--- config.mk ---
export PLATFORM = sky130hd
export DESIGN_NAME = in_port_unit_flat
export DESIGN_NICKNAME = d
export VERILOG_FILES = /design/src/rtl/cpu_defs_pkg.sv /design/src/rtl/in_port_if.sv /design/src/rtl/in_port_unit_fifo.sv /design/src/rtl/in_port_unit.sv /design/src/flat_wrapper.sv
export SDC_FILE = /design/constraint.sdc
export NUM_CORES = 1
export LEC_CHECK = 0
export ABC_AREA = 1
export CAP_MARGIN = 20
export CORE_ASPECT_RATIO = 1.2
export CORE_MARGIN = 1.5
export CORE_UTILIZATION = 40
export CTS_CLUSTER_DIAMETER = 50
export DETAILED_ROUTE_END_ITERATION = 10
export RECOVER_POWER = 25
export SYNTH_ARGS = -nofsm -noshare
export SYNTH_HDL_FRONTEND = slang
export SYNTH_SLANG_ARGS = --single-unit
--- constraint.sdc ---
create_clock -name clock -period 2.77 [get_ports clock]
set_input_delay 0.277 -clock clock [delete_from_list [all_inputs] [get_ports clock]]
set_output_delay 0.277 -clock clock [all_outputs]
set_load 0.005 [all_outputs]
--- src/rtl/cpu_defs_pkg.sv ---
// Shared CPU definitions: bus word type and input-port FIFO geometry.
package cpu_defs;

   localparam int unsigned DATA_WIDTH   = 32;
   localparam int unsigned IN_DEPTH     = 4;
   localparam int unsigned IN_PTR_WIDTH = 2;
   localparam int unsigned IN_CNT_WIDTH = IN_PTR_WIDTH + 1;

   typedef logic [DATA_WIDTH-1:0] word_t;

endpackage : cpu_defs

--- src/rtl/in_port_if.sv ---
// Device handshake and bus-side signals of the input port.
interface in_port_if;
   import cpu_defs::*;

   word_t                   dev_data;
   logic                    dev_valid;
   logic                    dev_ready;
   logic                    Inportout;
   word_t                   InPort_data;
   logic                    InPort_empty;
   logic [IN_CNT_WIDTH-1:0] InPort_count;
   logic                    InPort_underflow;

   // Device / control-unit side
   modport master (
      output dev_data, dev_valid, Inportout,
      input  dev_ready, InPort_data, InPort_empty, InPort_count, InPort_underflow
   );

   // Input-port block side
   modport slave (
      input  dev_data, dev_valid, Inportout,
      output dev_ready, InPort_data, InPort_empty, InPort_count, InPort_underflow
   );

endinterface : in_port_if

--- src/rtl/in_port_unit_fifo.sv ---
// Small synchronous FIFO: storage, wrapping pointers and an occupancy count.
module sync_fifo
   import cpu_defs::*;
#(
   parameter int unsigned DEPTH     = IN_DEPTH,
   parameter int unsigned PTR_WIDTH = IN_PTR_WIDTH
) (
   input  logic               clock,
   input  logic               clear,
   input  logic               push,
   input  logic               pop,
   input  word_t              wr_data,
   output word_t              rd_data,
   output logic [PTR_WIDTH:0] count,
   output logic [PTR_WIDTH:0] count_next_c,
   output logic               full_c,
   output logic               empty_c
);

   localparam int unsigned CNT_WIDTH = PTR_WIDTH + 1;

   word_t                mem [DEPTH];
   logic [PTR_WIDTH-1:0] wr_ptr;
   logic [PTR_WIDTH-1:0] rd_ptr;

   // Occupancy after this edge; callers must not push when full or pop when empty
   always_comb begin
      count_next_c = count + CNT_WIDTH'(push) - CNT_WIDTH'(pop);
   end

   assign full_c  = (count == CNT_WIDTH'(DEPTH));
   assign empty_c = (count == '0);
   assign rd_data = mem[rd_ptr];

   // Storage write; contents need no reset
   always_ff @(posedge clock) begin
      if (push && !clear) begin
         mem[wr_ptr] <= wr_data;
      end
   end

   // Pointers and count; clear overrides any push or pop in the same cycle
   always_ff @(posedge clock) begin
      if (clear) begin
         wr_ptr <= '0;
         rd_ptr <= '0;
         count  <= '0;
      end else begin
         if (push) begin
            wr_ptr <= wr_ptr + PTR_WIDTH'(1);
         end
         if (pop) begin
            rd_ptr <= rd_ptr + PTR_WIDTH'(1);
         end
         count <= count_next_c;
      end
   end

endmodule : sync_fifo

--- src/rtl/in_port_unit.sv ---
// Input port of the CPU I/O pair: device words queue in a FIFO and one word
// is popped onto the bus mux per rising edge of the Inportout strobe.
module in_port_unit
   import cpu_defs::*;
(
   input  logic        clock,
   input  logic        clear,
   in_port_if.slave    port
);

   logic                    strobe_d;
   logic                    ready_q;
   logic                    underflow_q;
   logic                    pop_req_c;
   logic                    push_c;
   logic                    pop_c;
   logic                    full_c;
   logic                    empty_c;
   word_t                   head;
   logic [IN_CNT_WIDTH-1:0] count;
   logic [IN_CNT_WIDTH-1:0] count_next_c;

   // A held strobe pops once; a word is only popped when one is present
   assign pop_req_c = port.Inportout & ~strobe_d;
   assign push_c    = port.dev_valid & ready_q & ~full_c;
   assign pop_c     = pop_req_c & ~empty_c;

   sync_fifo #(
      .DEPTH     (IN_DEPTH),
      .PTR_WIDTH (IN_PTR_WIDTH)
   ) u_fifo (
      .clock        (clock),
      .clear        (clear),
      .push         (push_c),
      .pop          (pop_c),
      .wr_data      (port.dev_data),
      .rd_data      (head),
      .count        (count),
      .count_next_c (count_next_c),
      .full_c       (full_c),
      .empty_c      (empty_c)
   );

   // Strobe history, registered ready and sticky underflow flag
   always_ff @(posedge clock) begin
      if (clear) begin
         strobe_d    <= 1'b0;
         ready_q     <= 1'b0;
         underflow_q <= 1'b0;
      end else begin
         strobe_d <= port.Inportout;
         ready_q  <= (count_next_c != IN_CNT_WIDTH'(IN_DEPTH));
         if (pop_req_c && empty_c) begin
            underflow_q <= 1'b1;
         end
      end
   end

   // Bus mux input is zero unless the strobe is up and a word is held
   always_comb begin
      port.InPort_data = '0;
      if (port.Inportout && !empty_c) begin
         port.InPort_data = head;
      end
   end

   assign port.dev_ready        = ready_q;
   assign port.InPort_empty     = empty_c;
   assign port.InPort_count     = count;
   assign port.InPort_underflow = underflow_q;

endmodule : in_port_unit

--- src/flat_wrapper.sv ---
// flat-port wrapper written by rule: the top's interface ports become plain ports
module in_port_unit_flat import cpu_defs::*;
  (clock, clear, port_dev_data, port_dev_valid, port_Inportout, port_dev_ready, port_InPort_data, port_InPort_empty, port_InPort_count, port_InPort_underflow);
  in_port_if port_i ();
  input  logic clock;
  input  logic clear;
  input wire logic [$bits(port_i.dev_data)-1:0] port_dev_data;
  input wire logic [$bits(port_i.dev_valid)-1:0] port_dev_valid;
  input wire logic [$bits(port_i.Inportout)-1:0] port_Inportout;
  output wire logic [$bits(port_i.dev_ready)-1:0] port_dev_ready;
  output wire logic [$bits(port_i.InPort_data)-1:0] port_InPort_data;
  output wire logic [$bits(port_i.InPort_empty)-1:0] port_InPort_empty;
  output wire logic [$bits(port_i.InPort_count)-1:0] port_InPort_count;
  output wire logic [$bits(port_i.InPort_underflow)-1:0] port_InPort_underflow;
  assign port_i.dev_data = port_dev_data;
  assign port_i.dev_valid = port_dev_valid;
  assign port_i.Inportout = port_Inportout;
  assign port_dev_ready = port_i.dev_ready;
  assign port_InPort_data = port_i.InPort_data;
  assign port_InPort_empty = port_i.InPort_empty;
  assign port_InPort_count = port_i.InPort_count;
  assign port_InPort_underflow = port_i.InPort_underflow;
  in_port_unit u_core (.clock(clock), .clear(clear), .port(port_i));
endmodule
==> reports/qor.yml, run 1 <==
instances_no_fill: 732
path_clk_slew_ps: 60
synth_nets: 505
final-hold-violation-count: 0
clockBufferDepth: 2
clock-sinks: 140
postCtsSetupBuffers: 0
synth-seq-cells: 140
ant_nets: 0
final_nets: 590
rows: 47
hold_slack_ps: 447
initial_core_util_pct: 40.6
vdd_drop_max_mv: 0.412
antenna_found_initial: 0
die_area_um2: 14600
design_area_um2: 7180
seq_area_frac_synth_pct: 73.5
period_share_pct: 91.1
cp.required_ps: 2490
clock-root-buffer: "clkbuf_16"
cts_max_level: 4
io_pins: 74
slew_headroom_pct: 64.0
grt_start_max_net_pins: 65
cp-start-kind: "flip-flop"
insertion_delay_ps: 410
drive_gt1_share_pct: 9.82
dp.cells: 699
hold_buffers: 0
track_usage_pct: 16.7
vias: 3634
hpwl_um: 7110
gr-total-overflow: 0
dpl_cell_area_um2: 6550
cts_tree: "yes"
tns_ps: 0
die_x_um: 111
maxSlewViolCount: 0
fin_skew_ps: 13.2
power.density_nw_per_um2: 848
total_leakage_power_nw: 2.51
worstPathMaxFanout: 13
final_util_pct: 52.4
grt_pass1_vias: 3638
wl_um: 11800
grt_first_pass_wirelength_um: 18800
clock.fmax_ghz: 0.396
worstSetupPathType: "reg -> out"
outcome: "complete, no violations"
synth_area_leaders: "edfxtp_1 69%, nor2_1 9.9%, dfxtp_1 4.3%, o21ai_1 3.2%, a21oi_1 3.2%"
setup_violations: 0
netlist_area_um2: 5560
first_pass_iters: 5
final_common_cell: "nor2_1"
core-area_um2: 13700
synth_top_cell_by_area: "edfxtp_1"
hold_class: "in -> reg"
wire_per_inst_um: 16.1
area_growth_pct: 29.2
cts_made_buffers: 17
synth_top_area_share_pct: 69.1
drc: 0
avgSynthCellArea_um2: 12.0
drt_iter0_drc: 201
place_congestion: 0.756
synth.distinct_cells: 18
period_minus_slack_ps: 2520
cp_data_arrival_time_ps: 2250
critPathCaptureType: "output port"
rsz0062_at_grt: "no"
syn-instance-count: 462
max-cap-violations: 0
viasPerCell: 4.96
worstMarginPinSlew_ps: 539
die_y_um: 132
yosys_warnings: 0
mostFrequentLayoutCells: "142 x nor2_1, 128 x edfxtp_1, 54 x clkdlybuf4s50_1, 36 x o21ai_1, 35 x a21oi_1"
io_buffer_count: 73
final cells by class:
cell class | instances | area (µm²)
antenna | 1 | 2.50
fill | 1200 | 6520
tap | 171 | 214
sequential | 140 | 4090
multi-input combinational | 275 | 1270
inverter | 23 | 86.3
timing repair buffer | 90 | 896
clock inverter | 14 | 195
clock buffer | 18 | 429
final timing paths:
| check | from | endpoint | slack, ps | cells after the start |
|---|---|---|---|---|
| max reg2reg | u_core.u_fifo.count[1] | u_core.port.dev_ready | 530 | 14 |
| min reg2reg | u_core.port.InPort_underflow | u_core.port.InPort_underflow | 480 | 2 |
| max | flip-flop | port_InPort_data[31] | 250 | 6 |
| min | port_Inportout | u_core.strobe_d | 450 | 3 |
per-stage QoR:
stage / setup WS (ps) / total power [mW]
after floorplan: 242 / 3.24
after global placement: 377 / 3.78
after detailed placement: 336 / 3.81
after CTS: 0.296 / 6.16
after global routing: 92.5 / 6.38
final: 245 / 6.09
sequential cells by signal, indices dropped and copies added, names as in the netlist, named ones only:
register                      flops
u_core.u_fifo.wr_ptr              2
u_core.port.InPort_underflow      1
u_core.u_fifo.count               3
u_core.strobe_d                   1
u_core.u_fifo.mem               128
u_core.u_fifo.rd_ptr              2
u_core.port.dev_ready             1
where the power goes:
group / switching (mW) / internal [mW] / total (mW)
combinational: 0.676 / 0.554 / 1.23
clock: 0.838 / 1.51 / 2.35
sequential: 0.0827 / 2.43 / 2.51
total: 1.60 / 4.49 / 6.09
critical path, stage by stage, from the launching register on:
cell	delay, ps
dfxtp_2	320
inv_1	230
buf_4	310
nor2_1	100
o21ai_1	60
a21oi_1	250
clkdlybuf4s50_1	560
kinds of logic after synthesis:
logic type               Yosys count  synth area share, %
buffers and inverters             47                 4.23
flip-flops                       140                 73.5
AND/OR/NAND/NOR                  169                 11.7
adder cells (fa/ha/maj)            7                 1.71
AO/OA/AOI/OAI                     99                 8.91
per-layer routing:
metal | wire length, µm | GRT usage (%) | vias to the layer above
met2 | 6400 | 30.2 | 74
met1 | 4850 | 19.3 | 1784
met5 | 0 | 0 | -
met3 | 424 | 4.14 | 4
met4 | 76 | 5.56 | 0
li1 | - | - | 1772
Yosys cell counts:
master and count:
nor2_1 146, edfxtp_1 128, o21ai_1 36, a21oi_1 35, o21ai_0 28, inv_1 22
nand2_1 15, dfxtp_1 12, buf_2 8, clkbuf_1 8, nand3_1 7, buf_6 6
ha_1 6, buf_1 1, buf_4 1, fa_1 1, inv_2 1, nand3_2 1
timing repair:
item | 4_1_cts | 5_1_grt
gates resized for setup | 0 | 1
hold endpoints to repair | 0 | 0
setup endpoints to repair | 0 | 13
No activity file was read; power rests on OpenSTA's default activity.
==> run 2, diff against run 1 <==
--- a/config.mk
+++ b/config.mk
@@ -12,6 +12,7 @@
 export CORE_UTILIZATION = 40
 export CTS_CLUSTER_DIAMETER = 50
 export DETAILED_ROUTE_END_ITERATION = 10
+export GPL_TIMING_DRIVEN = 1
 export RECOVER_POWER = 25
 export SYNTH_ARGS = -nofsm -noshare
 export SYNTH_HDL_FRONTEND = slang
==> results of run 2 <==
No change in the layout: final DEF, timing and power equal those of run 1.
==> run 3, diff against run 2 <==
--- a/config.mk
+++ b/config.mk
@@ -8,7 +8,6 @@
 export ABC_AREA = 1
 export CAP_MARGIN = 20
 export CORE_ASPECT_RATIO = 1.2
-export CORE_MARGIN = 1.5
 export CORE_UTILIZATION = 40
 export CTS_CLUSTER_DIAMETER = 50
 export DETAILED_ROUTE_END_ITERATION = 10
==> run 3 against run 2 <==
Via count rose by 0.41%. Worst setup slack gained 13 ps. Clock skew down 4.5 ps. Non-clock buffer count rose by 8. Fmax rose by 0.52%. Worst hold slack gained 18 ps. Die area fell by 1.7%. Wire length fell by 3.1%. Design area fell by 0.31%. Largest cell class unchanged. Sequential power is essentially flat. Clock power down 15%.
==> reports/qor.yml, run 3 (synthesis gave the netlist of run 1 again) <==
outcome: "complete, no violations"  # unchanged
total_power_mw: 5.76  # was 6.09 mW
grt_start_max_net_pins: 33  # was 65
clockBufferDepth: 2  # unchanged
top_register: "u_core.u_fifo.mem"  # unchanged
total_leakage_power_nw: 2.53  # was 2.51 nW
switchingPower_mw: 1.53  # was 1.60 mW
die_y_um: 131  # was 132 µm
hold_buffers: 0  # unchanged
rows: 46  # was 47
mostFrequentLayoutCells: "142 x nor2_1, 128 x edfxtp_1, 53 x clkdlybuf4s50_1, 36 x o21ai_1, 35 x a21oi_1"  # was 142 x nor2_1, 128 x edfxtp_1, 54 x clkdlybuf4s50_1, 36 x o21ai_1, 35 x a21oi_1
dp.cells: 699  # unchanged
final-hold-violation-count: 0  # unchanged
regArea_um2: 4090  # about the same
io_pins: 74  # unchanged
multi_input_comb_area_um2: 1270  # unchanged
first_pass_iters: 4  # was 5
internal_power_mw: 4.23  # was 4.49 mW
drc: 0  # unchanged
hold_slack_ps: 465  # was 447 ps
period_share_pct: 90.7  # was 91.1%
hpwl_um: 6890  # was 7110 µm
clock_power_share_pct: 34.6  # was 38.5%
antenna_found_initial: 0  # unchanged
cts_made_buffers: 17  # unchanged
die_area_um2: 14400  # was 14600 µm²
cts_tree: "yes"  # unchanged
vias: 3649  # was 3634
wire_per_inst_um: 15.5  # was 16.1 µm
path_clk_slew_ps: 60  # about the same
cts_max_level: 4  # unchanged
fillers: 1134  # was 1200
fin_skew_ps: 8.69  # was 13.2 ps
swShare_pct: 26.5  # was 26.2%
track_usage_pct: 17.0  # was 16.7%
gr-total-overflow: 0  # unchanged
maxSlewViolCount: 0  # unchanged
cp_data_arrival_time_ps: 2230  # was 2250 ps
core-area_um2: 13400  # was 13700 µm²
final_common_cell: "nor2_1"  # unchanged
vdd_drop_max_mv: 0.347  # was 0.412 mV
grt_pass1_vias: 3555  # was 3638
slew_headroom_pct: 69.9  # was 64.0%
place_congestion: 0.792  # was 0.756
initial_core_util_pct: 41.5  # was 40.6%
worstMarginPinSlew_ps: 452  # was 539 ps
wl_um: 11400  # was 11800 µm
rsz0062_at_grt: "no"  # unchanged
insertion_delay_ps: 410  # about the same
die_x_um: 110  # was 111 µm
power_frac_seq_pct: 43.3  # was 41.3%
drive_gt1_share_pct: 11.1  # was 9.82%
io_buffer_count: 73  # unchanged
cp.required_ps: 2490  # about the same
ant_nets: 0  # unchanged
setup_violations: 0  # unchanged
instances_no_fill: 736  # was 732
clock-root-buffer: "clkbuf_16"  # unchanged
combPwrFrac_pct: 22.0  # was 20.2%
worstSetupPathType: "reg -> out"  # unchanged
final_nets: 598  # was 590
period_minus_slack_ps: 2510  # was 2520 ps
largest_register_ffs: 128  # unchanged
critPathCaptureType: "output port"  # unchanged
max-cap-violations: 0  # unchanged
worstPathMaxFanout: 31  # was 13
final_util_pct: 53.4  # was 52.4%
reg_top3: "u_core.u_fifo.mem: 128 flops, u_core.u_fifo.count: 3 flops"  # unchanged
clock.fmax_ghz: 0.398  # was 0.396 GHz
clock-sinks: 140  # unchanged
hold_class: "reg -> reg"  # was in -> reg
power.density_nw_per_um2: 804  # was 848 nW/µm²
drt_iter0_drc: 242  # was 201
tns_ps: 0  # unchanged
viasPerCell: 4.96  # about the same
grt_first_pass_wirelength_um: 17800  # was 18800 µm
num_antenna_cells: 0  # was 1
area_growth_pct: 28.8  # was 29.2%
cp-start-kind: "flip-flop"  # unchanged
==> run 3: worst paths after layout <==
| check | startpoint | to | slack (ps) | depth (start not counted) |
|---|---|---|---|---|
| max | u_core.u_fifo.count[1] | port_InPort_data[13] | 260 | 6 |
| min | u_core.port.InPort_underflow | u_core.port.InPort_underflow | 460 | 2 |
| max reg2reg | u_core.u_fifo.count[1] | u_core.port.dev_ready | 540 | 14 |
| min reg2reg | u_core.port.InPort_underflow | u_core.port.InPort_underflow | 460 | 2 |
==> run 3: stage by stage <==
stage	cell area (µm²)	setup slack (ps)
6_report	7160	258
5_1_grt	7160	95.2
4_1_cts	7090	106
3_5_place_dp	6560	338
3_3_place_gp	6560	362
2_1_floorplan	5560	242
==> run 3: metal layers <==
layer	vias up	track usage, %	share of wire [%]	wire length, µm
met4	0	6.81	1.1	124
met5	-	0	0	0
li1	1788	-	-	-
met2	87	30.1	55	6250
met3	6	3.72	3.7	424
met1	1768	19.5	40	4590
==> run 3: worst max-delay path: stages, from the launching register on <==
cell             delay (ps)
dfxtp_1                 400
inv_1                   110
nand3_2                 140
nand2_1                 110
buf_4                   280
a21oi_1                 240
clkdlybuf4s50_1         540
==> run 3: power groups by stage <==
stage                     combinational (mW)  clock, mW  sequential, mW
after floorplan                        0.723          0            2.52
after global placement                  1.25          0            2.53
after detailed placement                1.27          0            2.54
after CTS                               1.28       2.04            2.49
after global routing                    1.41       2.13            2.51
final                                   1.27       1.99            2.49
==> run 3: area by class of cell <==
type	instances	share of cell area [%]
Clock buffer	24	6.87
Sequential cell	140	57.1
Multi-Input combinational cell	275	17.7
Clock inverter	8	0.594
Timing Repair Buffer	98	13.5
Tap cell	168	2.94
Inverter	23	1.26
==> run 3: what timing repair did <==
item                       CTS  global route
resized for setup            0             1
buffers inserted             0             5
setup endpoints to repair    0             1
